### src/rtl/sr_vcu_regs_if.sv
// CPU register bus for the sr_cpu_vc video control unit.
// The CPU drives control/data strobes; the VCU returns packed status.
interface sr_vcu_regs_if;
  logic [31:0] vcu_reg_control;
  logic        vcu_reg_control_we;
  logic [31:0] vcu_reg_wdata;
  logic        vcu_reg_wdata_we;
  logic [31:0] vcu_reg_rdata;

  modport master (
    output vcu_reg_control,
    output vcu_reg_control_we,
    output vcu_reg_wdata,
    output vcu_reg_wdata_we,
    input  vcu_reg_rdata
  );

  modport slave (
    input  vcu_reg_control,
    input  vcu_reg_control_we,
    input  vcu_reg_wdata,
    input  vcu_reg_wdata_we,
    output vcu_reg_rdata
  );
endinterface

### src/rtl/sr_vcu_regs.sv
// VCU register responder: character buffer, write pointer,
// hardware clear sweep, tick timer and display scan port.
module sr_vcu_regs #(
  parameter int DEPTH = 16,
  parameter int TICK_W = 28,
  parameter logic [TICK_W-1:0] TICK_LOAD = TICK_W'(32'h02FAF080),
  localparam int AW = (DEPTH > 1) ? $clog2(DEPTH) : 1
) (
  input  logic          clk,
  input  logic          rst_n,
  sr_vcu_regs_if.slave  bus,
  input  logic [AW-1:0] scan_addr,
  output logic [7:0]    scan_data
);

  typedef enum logic {IDLE, CLEAR} state_t;

  state_t          state;
  logic [AW-1:0]   ptr;
  logic [AW-1:0]   idx;
  logic [7:0]      fill;
  logic            autoinc;
  logic            drop;
  logic [TICK_W-1:0] timer;
  logic [7:0]      mem [DEPTH];

  logic [1:0] cmd;
  logic       is_set;
  logic       is_clr;
  logic       is_ack;
  logic       reload;
  logic       busy;
  logic       tick;
  logic       do_wr;
  logic       drop_ev;
  logic [AW-1:0] ptr_inc;

  always_comb begin
    cmd     = bus.vcu_reg_control[11:10];
    is_set  = bus.vcu_reg_control_we && (cmd == 2'b00);
    is_clr  = bus.vcu_reg_control_we && (cmd == 2'b01);
    is_ack  = bus.vcu_reg_control_we && (cmd == 2'b10);
    busy    = (state == CLEAR);
    tick    = (timer == '0);
    do_wr   = bus.vcu_reg_wdata_we && !busy;
    drop_ev = bus.vcu_reg_wdata_we && busy;
    reload  = bus.vcu_reg_wdata_we ||
              (bus.vcu_reg_control_we && bus.vcu_reg_control[9]);
    ptr_inc = (do_wr && autoinc) ? ptr + 1'b1 : ptr;
  end

  // CPU writes cannot collide with the sweep: they are dropped while busy.
  always_ff @(posedge clk) begin
    if (busy)
      mem[idx] <= fill;
    else if (do_wr)
      mem[ptr] <= bus.vcu_reg_wdata[7:0];
  end

  always_ff @(posedge clk or negedge rst_n) begin
    if (!rst_n) begin
      state   <= IDLE;
      ptr     <= '0;
      idx     <= '0;
      fill    <= '0;
      autoinc <= 1'b0;
      drop    <= 1'b0;
      timer   <= TICK_LOAD;
    end else begin
      unique case (1'b1)
        is_set: begin
          ptr     <= bus.vcu_reg_control[AW-1:0];
          autoinc <= bus.vcu_reg_control[8];
        end
        is_clr:  ptr <= '0;
        default: ptr <= ptr_inc;
      endcase

      if (is_clr) begin
        state <= CLEAR;
        idx   <= '0;
        fill  <= bus.vcu_reg_control[23:16];
      end else if (busy) begin
        idx <= idx + 1'b1;
        if (idx == AW'(DEPTH - 1))
          state <= IDLE;
      end

      if (drop_ev)
        drop <= 1'b1;
      else if (is_ack)
        drop <= 1'b0;

      if (reload)
        timer <= TICK_LOAD;
      else if (!tick)
        timer <= timer - 1'b1;
    end
  end

  always_ff @(posedge clk or negedge rst_n) begin
    if (!rst_n) begin
      bus.vcu_reg_rdata <= '0;
      scan_data         <= '0;
    end else begin
      bus.vcu_reg_rdata <= {8'h00, mem[ptr], 8'(ptr),
                            5'b0, drop, busy, tick};
      scan_data         <= mem[scan_addr];
    end
  end

  logic unused_bits;
  assign unused_bits = ^{bus.vcu_reg_control, bus.vcu_reg_wdata};

endmodule

### src/flat_wrapper.sv
// flat-port wrapper written by rule: the top's interface ports become plain ports
module sr_vcu_regs_flat 
#(
  parameter int DEPTH = 16,
  parameter int TICK_W = 28,
  parameter logic [TICK_W-1:0] TICK_LOAD = TICK_W'(32'h02FAF080),
  localparam int AW = (DEPTH > 1) ? $clog2(DEPTH) : 1
)
  (clk, rst_n, scan_addr, scan_data, bus_vcu_reg_control, bus_vcu_reg_control_we, bus_vcu_reg_wdata, bus_vcu_reg_wdata_we, bus_vcu_reg_rdata);
  sr_vcu_regs_if bus_i ();
  input  logic clk;
  input  logic rst_n;
  input  logic [AW-1:0] scan_addr;
  output logic [7:0] scan_data;
  input wire logic [$bits(bus_i.vcu_reg_control)-1:0] bus_vcu_reg_control;
  input wire logic [$bits(bus_i.vcu_reg_control_we)-1:0] bus_vcu_reg_control_we;
  input wire logic [$bits(bus_i.vcu_reg_wdata)-1:0] bus_vcu_reg_wdata;
  input wire logic [$bits(bus_i.vcu_reg_wdata_we)-1:0] bus_vcu_reg_wdata_we;
  output wire logic [$bits(bus_i.vcu_reg_rdata)-1:0] bus_vcu_reg_rdata;
  assign bus_i.vcu_reg_control = bus_vcu_reg_control;
  assign bus_i.vcu_reg_control_we = bus_vcu_reg_control_we;
  assign bus_i.vcu_reg_wdata = bus_vcu_reg_wdata;
  assign bus_i.vcu_reg_wdata_we = bus_vcu_reg_wdata_we;
  assign bus_vcu_reg_rdata = bus_i.vcu_reg_rdata;
  sr_vcu_regs #(.DEPTH(DEPTH), .TICK_W(TICK_W), .TICK_LOAD(TICK_LOAD)) u_core (.clk(clk), .rst_n(rst_n), .bus(bus_i), .scan_addr(scan_addr), .scan_data(scan_data));
endmodule
### config.mk
export PLATFORM = sky130hd
export DESIGN_NAME = sr_vcu_regs_flat
export DESIGN_NICKNAME = d
export VERILOG_FILES = /design/src/rtl/sr_vcu_regs_if.sv /design/src/rtl/sr_vcu_regs.sv /design/src/flat_wrapper.sv
export SDC_FILE = /design/constraint.sdc
export NUM_CORES = 1
export LEC_CHECK = 0
export BUFFER_PORTS_ARGS = -buffer_cell sky130_fd_sc_hd__buf_2
export CORE_MARGIN = 2
export CORE_UTILIZATION = 58
export CTS_CLUSTER_DIAMETER = 100
export DETAILED_ROUTE_END_ITERATION = 10
export PLACE_DENSITY_LB_ADDON = 0.3
export REMOVE_ABC_BUFFERS = 1
export SETUP_SLACK_MARGIN = 0.05
export SYNTH_ARGS = -nofsm -noshare
export SYNTH_HDL_FRONTEND = slang
export SYNTH_SLANG_ARGS = --single-unit
### constraint.sdc
create_clock -name clk -period 3.1 [get_ports clk]
set_clock_uncertainty 0.15 [all_clocks]
set_input_delay 0.31 -clock clk [delete_from_list [all_inputs] [get_ports clk]]
set_output_delay 0.31 -clock clk [all_outputs]
set_load 0.005 [all_outputs]
==> summary.txt <==
Outcome
  • Run status: complete, no violations

Critical path
  • Worst endpoint data arrival time: roughly 2.8 ns
  • Crit. Startpoint: u_core.timer[8]$_DFFE_PN0P_
  • Max FO, Critical Path: 10
  • CP endpoint: u_core.timer[5]$_DFFE_PN0P_
  • R2r startpoint: u_core.timer[8]$_DFFE_PN0P_
  • Worst Setup End Kind: register
  • Cells on worst reg2reg path: 6
  • Reg2reg end: u_core.timer[5]$_DFFE_PN0P_
  • Crit path cell chain: or4_1 > or4bb_1 > or3_4 > clkinv_8 > or4_1 > a21oi_2
  • Most used cell, CP: or4_1
  • Slowest cell on crit path: or4_1
  • Critical Path Max Stage Delay: 0.62 ns
  • R2R Setup Slk: 0.44 ns
  • Critical Path RT: roughly 3.2 ns
  • Critical path launch point type: register
  • WS Path Type: register to register

Finish
  • P&R area growth vs syn: 13.0%
  • Final nets: ~760
  • # diodes: 0
  • Layout cells sized above 1: 0.289
  • Final core utilization: 0.663
  • Fill count: 1,052
  • Fin area: 10,400 um2

Clocking
  • CTS tree: built
  • Root Driver: clkbuf_16
  • TritonCTS Buffers: 17
  • Worst-path clk slew: 0.07 ns
  • Clock buffer depth: 2
  • H-tree levels: 4
  • Clock sink count: 198
  • Clock Latency Late Sink: 0.43 ns

STA
  • Fin crit share: 0.859
  • RSZ-0062 raised after global routing: no
  • # setup viols final: 0
  • Max Clock Freq: 0.376 GHz
  • Headroom to the max-slew limit: 0.0970
  • Min Tclk post-route: 2.66 ns
  • Setup tns final: 0 ns
  • Max-slew violation count: 0
  • Least-Margin Pin Slew: 1.35 ns
  • Final hold violation count: 0
  • Final Worst Setup Slack: 0.438 ns

Pwr
  • Power Density: around 750 nW/um2
  • Tot Pwr: approximately 8 mW
  • Lkg Pwr: between 3 and 4 nW
  • Worst vdd ir: 0.621 mV

Global route
  • GRT Total Usage: 0.263
  • Largest net degree at the start of global routing: 71
  • Global-route wire length before repair: 32,200 um
  • Vias in the first global route: 5,789
  • Total grt overflow: 0
  • Initial antenna violation count: 0

Routing
  • DRC violations left: 0
  • Met1 WL: about 8000 um
  • Via count: 5,764
  • WL final: 20,700 um
  • Drt wl/cell: 22.6 um
  • Vias per Instance: 6.30
  • DR WL met2: 10,400 um
  • Iter 0 DRT Violations: 678
  • Top layer in use: met4
  • First-pass detailed-route iteration total: 5
  • Post-route ant nets: 0
  • Wire length on met3: 1610 um

Placement
  • Final Wtd Congestion: 0.827
  • Placed cell area: 9740 um2
  • Dpl ws: 0.474 ns
  • IO Port Bufs: 54
  • Detail Placement HPWL: 13,300 um

Synth
  • Synth Register Bits: about 200
  • Synthesized area: 9210 um2
  • Count leader, synth: edfxtp_1
  • Main synth FF type: edfxtp_1
  • Synth top area cells: edfxtp_1 (42%), dfrtp_1 (16%), mux4_2 (14%)
  • Post-Syn Instances: ~600
  • Yosys top cell by area: edfxtp_1
  • Seq/Total Area, Yosys: 0.609
  • Proportion of netlist area held by the largest area contributor: 0.417
  • Yosys cell types: 62
  • Most frequent cells after synthesis: edfxtp_1 (128), dfrtp_1 (58), mux4_2 (56), nand2_1 (56), nor2_1 (37)
  • Syn. warnings: 0
  • Synth async-reset ratio: 0.354
  • Syn_area_per_cell: 15.0 um2
  • EDFF count, synth: between 100 and 150

Hold path
  • Hold crit path type: primary input to register
  • Hold Path Stages: 3

Die
  • Die area: 16,900 um2
  • Rows: 46
  • Core Region: 15,700 um2
  • Starting Density: 0.586
  • Die X: 130 um
  • IO Pins: 112
  • Die Y: approximately 130 um

Flow run
  • Max_cap viols: 0
-- flip-flops by register name, indices dropped and copies added (netlist names) --
register / count
u_core.drop: 1
u_core.ptr: 4
u_core.busy: 1
u_core.mem: 128
u_core.autoinc: 1
u_core.timer: 28
u_core.idx: 4
u_core.fill: 8
u_core.bus.vcu_reg_rdata: 15
u_core.scan_data: 8
-- layout make-up --
type / count / area (um2) / area share
Sequential cell: 198 / 5610 / 0.539
Multi-Input combinational cell: 371 / 3350 / 0.322
Timing Repair Buffer: 90 / 586 / 0.0562
Clock buffer: 21 / 450 / 0.0433
Tap cell: 216 / 270 / 0.0260
Clock inverter: 11 / 103 / 0.00986
Inverter: 8 / 42.5 / 0.00409
-- cell usage in the layout, fill, tap and decap left out, types with 7 or more instances in the layout --
cell,instances
a21oi_1,14
a221oi_1,16
a22oi_1,7
buf_2,53
buf_4,24
clkbuf_16,17
conb_1,17
dfrtp_1,57
dfstp_2,12
dlygate4sd3_1,12
edfxtp_1,128
inv_1,7
mux2_2,9
mux2i_1,34
mux4_2,56
nand2_1,56
nor2_1,37
o21ai_0,12
or3_1,9
xnor2_1,9
xor2_1,13
-- where the power goes --
group	leakage, nW	switching [mW]	internal (mW)
sequential	2.01	0.257	3.51
clock	0.263	0.942	1.13
combinational	1.59	1.19	0.819
total	3.86	2.39	5.46
-- layer usage --
metal  vias to the layer above  global-route usage
li1                       2500                   -
met1                      2925               0.348
met2                       298               0.426
met3                        41              0.0709
met4                         0              0.0936
met5                         -                   0
-- how the worst min path moves through the flow --
stage | startpoint | to | slack [ns]
after global routing | bus_vcu_reg_control[3] | u_core.ptr[3]$_DFFE_PN0P_ | 0.05
after detailed placement | u_core.drop$_DFFE_PN0P_ | u_core.bus.vcu_reg_rdata[2]$_DFF_PN0_ | 0.21
after CTS | bus_vcu_reg_control[2] | u_core.ptr[2]$_DFFE_PN0P_ | 0.01
after global placement | u_core.drop$_DFFE_PN0P_ | u_core.bus.vcu_reg_rdata[2]$_DFF_PN0_ | 0.22
final | bus_vcu_reg_control[2] | u_core.ptr[2]$_DFFE_PN0P_ | 0.03
after floorplan | rst_n | u_core.autoinc$_DFFE_PN0P_ | -0.14
-- timing repair --
action / CTS / global route
hold buffers: 12 / 0
gates resized for setup: 0 / 0
hold endpoints to repair: 69 / 0
setup buffers: 0 / 0
-- per-stage QoR --
step / std cells / hold WS (ns)
floorplan: 577 / -0.136
global placement: 871 / 0.218
detailed placement: 871 / 0.212
CTS: 915 / 0.0121
global route: 915 / 0.0452
finish: 915 / 0.0272
-- worst max-delay path, delay by kind of cell (launching register included) --
family	cells	cell delay, ns
flops	1	0.44
compound gates	1	0.05
buf+inv	1	0.09
simple gates	4	1.77
-- cells by family (layout without fill, tap and decap cells) --
kind of cell	after synthesis	count (layout)	synth area share
mux	99	99	0.185
xor+xnor	22	22	0.0209
buf+inv	60	130	0.0341
flops	198	198	0.609
fa+ha+maj	4	4	0.00543
compound gates	83	83	0.0656
simple gates	146	146	0.0796
other cells	1	17	0.000407
Note: power is estimated with default switching activity, not from simulation.
